<file path="src/rtl/mc_main_control.sv">
// Multicycle MIPS main control FSM: decodes the IR opcode and sequences datapath strobes.
// Optional addi support is compiled in when MC_CTRL_ADDI_EN is defined.
module mc_main_control #(
  parameter int STATE_W = 4
) (
  input  logic               clk,
  input  logic               rst,
  input  logic [5:0]         opcode,
  input  logic               mem_ready,
  output logic               pc_write,
  output logic               pc_write_cond,
  output logic               i_or_d,
  output logic               mem_read,
  output logic               mem_write,
  output logic               ir_write,
  output logic               mem_to_reg,
  output logic               reg_dst,
  output logic               reg_write,
  output logic               alu_src_a,
  output logic [1:0]         alu_src_b,
  output logic [1:0]         alu_op,
  output logic [1:0]         pc_source,
  output logic               instr_done,
  output logic               illegal_op,
  output logic [STATE_W-1:0] state_dbg
);

  typedef enum logic [3:0] {
    S_FETCH     = 4'd0,
    S_DECODE    = 4'd1,
    S_MEM_ADDR  = 4'd2,
    S_MEM_READ  = 4'd3,
    S_MEM_WB    = 4'd4,
    S_MEM_WRITE = 4'd5,
    S_EXECUTE   = 4'd6,
    S_R_WB      = 4'd7,
    S_BRANCH    = 4'd8,
    S_JUMP      = 4'd9,
    S_ADDI_EXEC = 4'd10,
    S_ADDI_WB   = 4'd11
  } state_e;

  localparam logic [5:0] OP_RTYPE = 6'b000000;
  localparam logic [5:0] OP_LW    = 6'b100011;
  localparam logic [5:0] OP_SW    = 6'b101011;
  localparam logic [5:0] OP_BEQ   = 6'b000100;
  localparam logic [5:0] OP_J     = 6'b000010;
  localparam logic [5:0] OP_ADDI  = 6'b001000;

  state_e state_q, state_d;

  always_ff @(posedge clk) begin
    if (rst) state_q <= S_FETCH;
    else     state_q <= state_d;
  end

  always_comb begin
    state_d       = S_FETCH;
    pc_write      = 1'b0;
    pc_write_cond = 1'b0;
    i_or_d        = 1'b0;
    mem_read      = 1'b0;
    mem_write     = 1'b0;
    ir_write      = 1'b0;
    mem_to_reg    = 1'b0;
    reg_dst       = 1'b0;
    reg_write     = 1'b0;
    alu_src_a     = 1'b0;
    alu_src_b     = 2'b00;
    alu_op        = 2'b00;
    pc_source     = 2'b00;
    instr_done    = 1'b0;
    illegal_op    = 1'b0;

    case (state_q)
      S_FETCH: begin
        mem_read  = 1'b1;
        alu_src_b = 2'b01;
        ir_write  = mem_ready;
        pc_write  = mem_ready;
        state_d   = mem_ready ? S_DECODE : S_FETCH;
      end
      S_DECODE: begin
        alu_src_b = 2'b11;
        case (opcode)
          OP_RTYPE:      state_d = S_EXECUTE;
          OP_LW, OP_SW:  state_d = S_MEM_ADDR;
          OP_BEQ:        state_d = S_BRANCH;
          OP_J:          state_d = S_JUMP;
          OP_ADDI: begin
`ifdef MC_CTRL_ADDI_EN
            state_d = S_ADDI_EXEC;
`else
            illegal_op = 1'b1;
            state_d    = S_FETCH;
`endif
          end
          default: begin
            illegal_op = 1'b1;
            state_d    = S_FETCH;
          end
        endcase
      end
      S_MEM_ADDR: begin
        alu_src_a = 1'b1;
        alu_src_b = 2'b10;
        // IR is not reloaded here, so the opcode seen in DECODE is still valid.
        if (opcode == OP_LW)      state_d = S_MEM_READ;
        else if (opcode == OP_SW) state_d = S_MEM_WRITE;
        else                      state_d = S_FETCH;
      end
      S_MEM_READ: begin
        mem_read = 1'b1;
        i_or_d   = 1'b1;
        state_d  = mem_ready ? S_MEM_WB : S_MEM_READ;
      end
      S_MEM_WB: begin
        reg_write  = 1'b1;
        mem_to_reg = 1'b1;
        instr_done = 1'b1;
      end
      S_MEM_WRITE: begin
        mem_write  = 1'b1;
        i_or_d     = 1'b1;
        instr_done = mem_ready;
        state_d    = mem_ready ? S_FETCH : S_MEM_WRITE;
      end
      S_EXECUTE: begin
        alu_src_a = 1'b1;
        alu_op    = 2'b10;
        state_d   = S_R_WB;
      end
      S_R_WB: begin
        reg_write  = 1'b1;
        reg_dst    = 1'b1;
        instr_done = 1'b1;
      end
      S_BRANCH: begin
        alu_src_a     = 1'b1;
        alu_op        = 2'b01;
        pc_write_cond = 1'b1;
        pc_source     = 2'b01;
        instr_done    = 1'b1;
      end
      S_JUMP: begin
        pc_write   = 1'b1;
        pc_source  = 2'b10;
        instr_done = 1'b1;
      end
`ifdef MC_CTRL_ADDI_EN
      S_ADDI_EXEC: begin
        alu_src_a = 1'b1;
        alu_src_b = 2'b10;
        state_d   = S_ADDI_WB;
      end
      S_ADDI_WB: begin
        reg_write  = 1'b1;
        instr_done = 1'b1;
      end
`endif
      default: state_d = S_FETCH;
    endcase

    // Reset silences every output in the same cycle, aborting any instruction.
    if (rst) begin
      pc_write      = 1'b0;
      pc_write_cond = 1'b0;
      i_or_d        = 1'b0;
      mem_read      = 1'b0;
      mem_write     = 1'b0;
      ir_write      = 1'b0;
      mem_to_reg    = 1'b0;
      reg_dst       = 1'b0;
      reg_write     = 1'b0;
      alu_src_a     = 1'b0;
      alu_src_b     = 2'b00;
      alu_op        = 2'b00;
      pc_source     = 2'b00;
      instr_done    = 1'b0;
      illegal_op    = 1'b0;
    end
  end

  assign state_dbg = rst ? '0 : STATE_W'(state_q);

endmodule

</file>
<file path="config.mk">
export PLATFORM = sky130hd
export DESIGN_NAME = mc_main_control
export DESIGN_NICKNAME = d
export VERILOG_FILES = /design/src/rtl/mc_main_control.sv
export SDC_FILE = /design/constraint.sdc
export NUM_CORES = 1
export LEC_CHECK = 0
export CORE_MARGIN = 2
export CORE_UTILIZATION = 30
export DETAILED_ROUTE_END_ITERATION = 10
export HOLD_SLACK_MARGIN = 0.1
export PLACE_DENSITY = 0.69
export SYNTH_ARGS = -nofsm -noshare
export SYNTH_HDL_FRONTEND = slang
export SYNTH_SLANG_ARGS = --single-unit
</file>
<file path="constraint.sdc">
create_clock -name clk -period 3.6 [get_ports clk]
set_input_delay 1.08 -clock clk [delete_from_list [all_inputs] [get_ports clk]]
set_output_delay 1.08 -clock clk [all_outputs]
set_load 0.005 [all_outputs]
</file>
---- Word level (Yosys, flattened, before mapping) ----
Index checks and enable logic that the tools add are counted.
operators by class
  equality and inequality tests ........... 13
  muxes and demuxes ....................... 39
  reduce and logical (&&, ||, !) cells .... 9
operators with widths
  kind                                            count
  two-way mux 1 bit                               24
  case mux 4 bit (6 select lines)                 1
  == test 4 x 3 -> 1 bit (second input constant)  4
  case mux 4 bit (4 select lines)                 1
  == test 6 bit (second input constant)           2
  two-way mux 3 bit                               4
  == test 4 x 2 -> 1 bit (second input constant)  2
  == test 4 bit (second input constant)           2
  case mux 2 bit (2 select lines)                 2
  OR reduction 2 bit                              4
  == test 6 x 2 -> 1 bit (second input constant)  1
  == test 6 x 3 -> 1 bit (second input constant)  1
  zero test 6 bit                                 1
  two-way mux 2 bit                               3
  case mux 2 bit (3 select lines)                 1
  OR reduction 5 bit                              1
  == test 4 x 1 -> 1 bit (second input constant)  1
  zero test 4 bit                                 1
  two-way mux 4 bit                               1
  case mux 1 bit (2 select lines)                 2
  OR reduction 4 bit                              1
  OR reduction 3 bit                              1
word-level totals
  bits in registers ....................... 4
  input port bits ......................... 9
  output and inout bits ................... 22
  logic and storage cells ................. 62

---- Longest topological paths before layout ----
Gate-level depths: netlist of run 1.
  word-level depth ........................ 5
  depth in mapped cells ................... 5
  mapped depth without buffers ............ 4

---- Least setup slack after synthesis of run 1 ----
No wires, ideal clock.
  path kind ............................... input -> output
  start point ............................. input rst
  end point ............................... output reg_write
  arrival time ............................ 1838 ps
  required time ........................... 2520 ps
  slack ................................... 682 ps
  stages .................................. 5
  path buffers ............................ 1
  path through ............................ buf_2 -> nor2_1 -> nand2_1 -> nor3_1 -> or2_2
on the way
  word-level cells in the longest chain between the ends .. 1
RTL lines
  item               RTL line  RTL
  start, declared    7         input logic rst,
  two-way mux 1 bit  165       if (rst) begin
  end, declared      18        output logic reg_write,
No other way between the ends.

---- Worst setup path after layout of run 1 ----
  start point ............................. input opcode[5]
  end point ............................... output illegal_op
on the way
  word-level cells in the longest chain between the ends .. 5
  elaborated cells on any way between the ends .. 9
  those cells by class .................... 4 x eq/ne; 3 x mux; 2 x reduce/logical
RTL lines
  item                                   RTL line  RTL
  start, declared                        8         input logic [5:0] opcode,
  == test 6 bit (tied with other cells)  85        case (opcode)
  OR reduction 5 bit (no line) *         n/a
  two-way mux 1 bit *                    85
  two-way mux 1 bit *                    75        case (state_q)
  two-way mux 1 bit *                    165
  end, declared                          24        output logic illegal_op,
Every way passes the cells marked *; elsewhere a longest branch is shown, timed or not.

==> flow_summary.ini, run 1 <==
[status]
status = complete, no violations

[cts]
cts_setup_buffers = 0
cts_tree = done
htreeDepth = 1
numClockSinks = 4
cts_hold_buffers = 0
cts_buffer_depth = 2
cts_buffers = 3
path_clk_slew_ns = 0.04
clock_tree.root_cell = clkbuf_4
insertion_delay_ns = 0.23

[pwr]
ir_drop_v = 0.000164
p_per_area_nw_per_um2 = 157
p_leak_uw = 0.000445

[routing]
first_iter_violations = 12
ant_nets = 0
routed_wl_mm = 1.75
avgRoutedWirePerCell_um = 11.9
drcViolationCount = 0
vias_per_cell = 4.98
drt_pass1_iterations = 4
via_count = 732

[sta]
maxSlewViolCount = 0
finalHoldViolCount = 0
totalNegativeSetupSlack_ns = 0
setup_viol = 0
finalCritPeriodShare_pct = 98.4
max_freq_mhz = 282
min_period_ns = 3.54
tightest_slew_ns = 0.784
hold_ws_ns = 0.836
rsz0062_at_grt = false
relSlewSlack_pct = 47.7
fin_worst_skew_ns = 0.00486

[synth]
syn_area_sq_um = 583
muxShareOfSynthArea_pct = 1.72
syn_nets = 90
synth_seq_cells = 4
syn-instance-count = 81
synth_xor_area_share_pct = 4.51
synth_compound_area_share_pct = 14.8
synth_top_family_by_area = simple AND/OR/NAND/NOR gates
ys_seq_area_share_pct = 13.7
synth_cell_types = 36
avgSynthCellArea_sq_um = 7.20
synth_fa_ha_area_share_pct = 0
ys_warn_count = 0
synth_simple_gate_area_share_pct = 56.4

[floorplanning]
start_util_pct = 32.7
die_area_sq_um = 2310
die_h_um = 48.1
io_pins = 31
coreArea_sq_um = 1780
rows = 15
die_w_um = 48.1

[setup_path]
crit_type = input port to output port
critPathMaxFanout = 4
arrival_ns = 2.46
slowest_delay_ns = 0.47
cp_cell_sequence = clkdlybuf4s50_1 -> and3_1 -> o21a_1 -> nor4_2 -> clkdlybuf4s15_1
crit_slowest_cell = clkdlybuf4s50_1
endpoint_kind = output port
crit_path_start_kind = input port
cp.required_ns = 2.52

[global_route]
grt.total_usage_pct = 15.1
grtUsageMet2_pct = 27.7
grt_pass1_wl_mm = 2.54
antenna_found_initial = 0
grt-ovfl-total = 0
grt_busiest_layer = met2
use_met1_pct = 18.9
grt_pass1_vias = 583
grt_max_degree = 23
use_met3_pct = 1.51

[cells_and_area]
drive_gt1_share_pct = 26.2
fillers = 186
top_regs = state_q: 4 flops
layout_commonest_cell = clkdlybuf4s50_1
largest_reg_flops = 4
utilization_pct = 59.7
area_growth_pct = 82.6
num_antenna_cells = 0
layout_common_cells = clkdlybuf4s50_1 (22), buf_4 (16), nor2_1 (8)
num-nets-final = 133
regMostFlops = state_q

[place]
place.gp.congestion = 0.779
dp_hpwl_mm = 1.30
io_buffers = 30

[min_path]
hold_class = flop to flop

[job]
drv_cap = 0
-- timing repair --
action                                  4_1_cts  5_1_grt
pin swaps                                     2        2
endpoints found under the setup margin       15        5
gates resized for setup                       9       11
-- cell families after synthesis --
group	Yosys count
mux	1
simple gates	51
flops	4
compound gates	13
xor+xnor	3
buf+inv	9
-- cell type report --
class | instances | area [sq um] | area share, %
Sequential cell | 4 | 80.1 | 7.52
Multi-Input combinational cell | 68 | 504 | 47.4
Inverter | 1 | 3.75 | 0.353
Clock buffer | 3 | 22.5 | 2.12
Timing Repair Buffer | 46 | 423 | 39.7
Tap cell | 25 | 31.3 | 2.94
-- path summary, 6_finish.rpt --
kind / from / end / slack, ns / depth (start not counted)
max: opcode[5] / illegal_op / 0.06 / 5
min reg2reg: state_q[0]$_SDFF_PP0_ / state_q[1]$_SDFF_PP0_ / 0.84 / 2
max reg2reg: state_q[1]$_SDFF_PP0_ / state_q[2]$_SDFF_PP0_ / 1.99 / 4
min: state_q[0]$_SDFF_PP0_ / state_q[1]$_SDFF_PP0_ / 0.84 / 2
-- Yosys cell counts, drive strengths merged --
cell,count,area share (%)
nand3b,2,2.6
nand4b,2,3.0
mux2i,1,1.7
dfxtp,4,14
nor4b,1,2.6
or2,2,2.1
and3,2,2.1
or3,1,1.9
xnor2,3,4.5
o22ai,1,1.1
nand3,1,0.86
nor2b,5,5.4
o32a,1,1.7
o21a,2,2.6
nor3b,4,5.2
a211o,1,1.5
buf,8,8.2
a31oi,3,3.2
nand2,6,3.9
inv,1,0.64
or2b,1,1.3
and2b,1,1.3
nor2,9,5.8
nor3,4,3.4
a21o,1,1.3
nand2b,3,3.2
nor4,5,9.0
a21oi,4,3.4
and4b,1,1.7
nand4,1,1.1
-- stage by stage --
step                cells  total power [uW]  cell area (sq um)  worst slack [ns]
floorplan              81              72.3                583             0.682
detailed placement    144               109                987            -0.285
finish                147               167               1060            0.0569
global route          147               176               1060           0.00852
global placement      144               108                987            -0.234
CTS                   147               167               1030            0.0184
-- report_power, final --
part / internal (uW) / switching [uW] / total, uW
clock network: 37.3 / 18.3 / 55.6
registers: 45.7 / 5.83 / 51.5
logic: 37.2 / 22.7 / 59.9
total: 120 / 46.8 / 167
-- critical path, delay by kind of cell --
family / cells / cell delay [ns]
buffers and inverters: 2 / 0.71
AND/OR/NAND/NOR: 2 / 0.48
AO/OA/AOI/OAI: 1 / 0.20
-- layer usage --
metal / share of wire (%) / vias up
met5: 0 / -
met3: 6.4 / 0
met1: 44 / 324
met4: 0 / 0
li1: - / 378
met2: 50 / 30
Note: power is estimated with default switching activity, not from simulation.
==> run 2, diff against run 1 <==
- CORE_UTILIZATION: 30 -> 41
- PLACE_DENSITY: 0.69 -> 0.88
==> flow_summary.ini, run 2 (synthesized netlist as in run 1, its figures left out) <==
[status]
status = complete, no violations

[cells_and_area]
regMostFlops = state_q
multi_input_area_sq_um = 503
top_regs = state_q: 4 flops
num_antenna_cells = 0
largest_reg_flops = 4
layout_common_cells = clkdlybuf4s50_1 (22), buf_4 (15), nor2_1 (8)
fillers = 89
num-nets-final = 132
area.sequential_sq_um = 80.1
final_cell_area_sq_um = 1050
layout_commonest_cell = clkdlybuf4s50_1
drive_gt1_share_pct = 25.6
area_growth_pct = 79.4

[sta]
rsz0062_at_grt = true
tightest_slew_ns = 0.854
setup_viol = 0
relSlewSlack_pct = 43.0
max_freq_mhz = 278
finalHoldViolCount = 0
fin_worst_skew_ns = 0.00179
hold_ws_ns = 0.873
min_period_ns = 3.60
finalCritPeriodShare_pct = 99.9
maxSlewViolCount = 0

[cts]
cts_buffers = 3
numClockSinks = 4
cts_setup_buffers = 0
insertion_delay_ns = 0.23
cts_hold_buffers = 0
cts_buffer_depth = 2
cts_tree = done
clock_tree.root_cell = clkbuf_4
htreeDepth = 1
path_clk_slew_ns = 0.03

[place]
place.gp.congestion = 0.811
dp_hpwl_mm = 1.33
io_buffers = 30
postPlaceCellArea_sq_um = 967

[pwr]
switching_share_pct = 28.1
p_per_area_nw_per_um2 = 158
seq_power_share_pct = 31.4
internal_power_uw = 119
combPwrFrac_pct = 36.7
clkPwrFrac_pct = 31.9
p_sw_uw = 46.4
ir_drop_v = 0.000146
p_leak_uw = 0.000453
finalPower_uw = 165

[global_route]
grt.total_usage_pct = 21.3
grt-ovfl-total = 0
grt_pass1_vias = 685
antenna_found_initial = 0
grt_pass1_wl_mm = 2.88
grt_max_degree = 23

[setup_path]
endpoint_kind = output port
crit_type = input port to output port
cp_cell_sequence = clkdlybuf4s50_1 -> and3_1 -> o21a_1 -> nor4_2 -> dlygate4sd2_1
arrival_ns = 2.52
crit_slowest_cell = clkdlybuf4s50_1
critPathMaxFanout = 4
cp.required_ns = 2.52
slowest_delay_ns = 0.53
crit_path_start_kind = input port

[routing]
first_iter_violations = 12
drt_pass1_iterations = 5
avgRoutedWirePerCell_um = 14.5
vias_per_cell = 5.49
drcViolationCount = 0
routed_wl_mm = 1.98
via_count = 747
ant_nets = 0

[floorplanning]
start_util_pct = 44.3
die_w_um = 41.7
die_h_um = 41.7
die_area_sq_um = 1740
io_pins = 31
coreArea_sq_um = 1320
rows = 13

[min_path]
hold_class = flop to flop

[job]
drv_cap = 0
-- run 2: metal layers --
metal	vias to the layer above	GRT usage [%]	wire [um]	part of all wire, %
li1	373	-	-	-
met1	347	23.7	869	44
met2	25	38.1	1000	51
met3	2	3.48	81	4.1
met4	0	11.0	21	1.1
met5	-	0	0	0
-- run 2: path summary, 6_finish.rpt --
check	startpoint	end	slack, ns	cells after the start
setup reg to reg	state_q[1]$_SDFF_PP0_	state_q[2]$_SDFF_PP0_	1.86	4
hold reg to reg	state_q[0]$_SDFF_PP0_	state_q[1]$_SDFF_PP0_	0.87	2
hold / removal	state_q[0]$_SDFF_PP0_	state_q[1]$_SDFF_PP0_	0.87	2
setup / recovery	opcode[1]	illegal_op	0.005	5
-- run 2: worst max-delay path, delay by kind of cell --
kind / cells / cell delay [ns]
buffers and inverters: 2 / 0.81
and+or+nand+nor: 2 / 0.41
AOI/OAI and AO/OA: 1 / 0.21
-- run 2: layout make-up --
type	instances	area share, %
tap	15	1.79
sequential	4	7.66
clock buffer	3	2.15
multi-input combinational	68	48.1
timing repair buffer	45	40.0
inverter	1	0.359
-- run 2: timing repair --
action                                  4_1_cts  5_1_grt
endpoints found under the setup margin       14        3
gates resized for setup                       9        9
pin swaps                                     1        3
cloned                                        0        0
-- run 2: power by group through the flow --
stage | Combinational, uW | Clock, uW | Sequential (uW)
2_1_floorplan | 25.7 | 0 | 46.6
3_3_place_gp | 55.6 | 0 | 51.6
3_5_place_dp | 56.9 | 0 | 51.5
4_1_cts | 58.6 | 55.1 | 51.3
5_1_grt | 65.1 | 58.7 | 52.3
6_report | 60.7 | 52.7 | 52.0
-- run 2: through the flow --
step                instances  TNS [ns]  worst slack [ns]  util, %
CTS                       136         0           0.00814     76.8
global route              136   -0.0321           -0.0321     79.4
detailed placement        133     -1.58            -0.244     73.4
global placement          133     -1.07            -0.206     73.4
finish                    136         0           0.00471     79.4
floorplan                  81         0             0.682        -
==> run 3, diff against run 2 <==
- GPL_ROUTABILITY_DRIVEN: unset -> 1
==> results of run 3 <==
Final layout, timing and power as in run 2 (identical DEF).
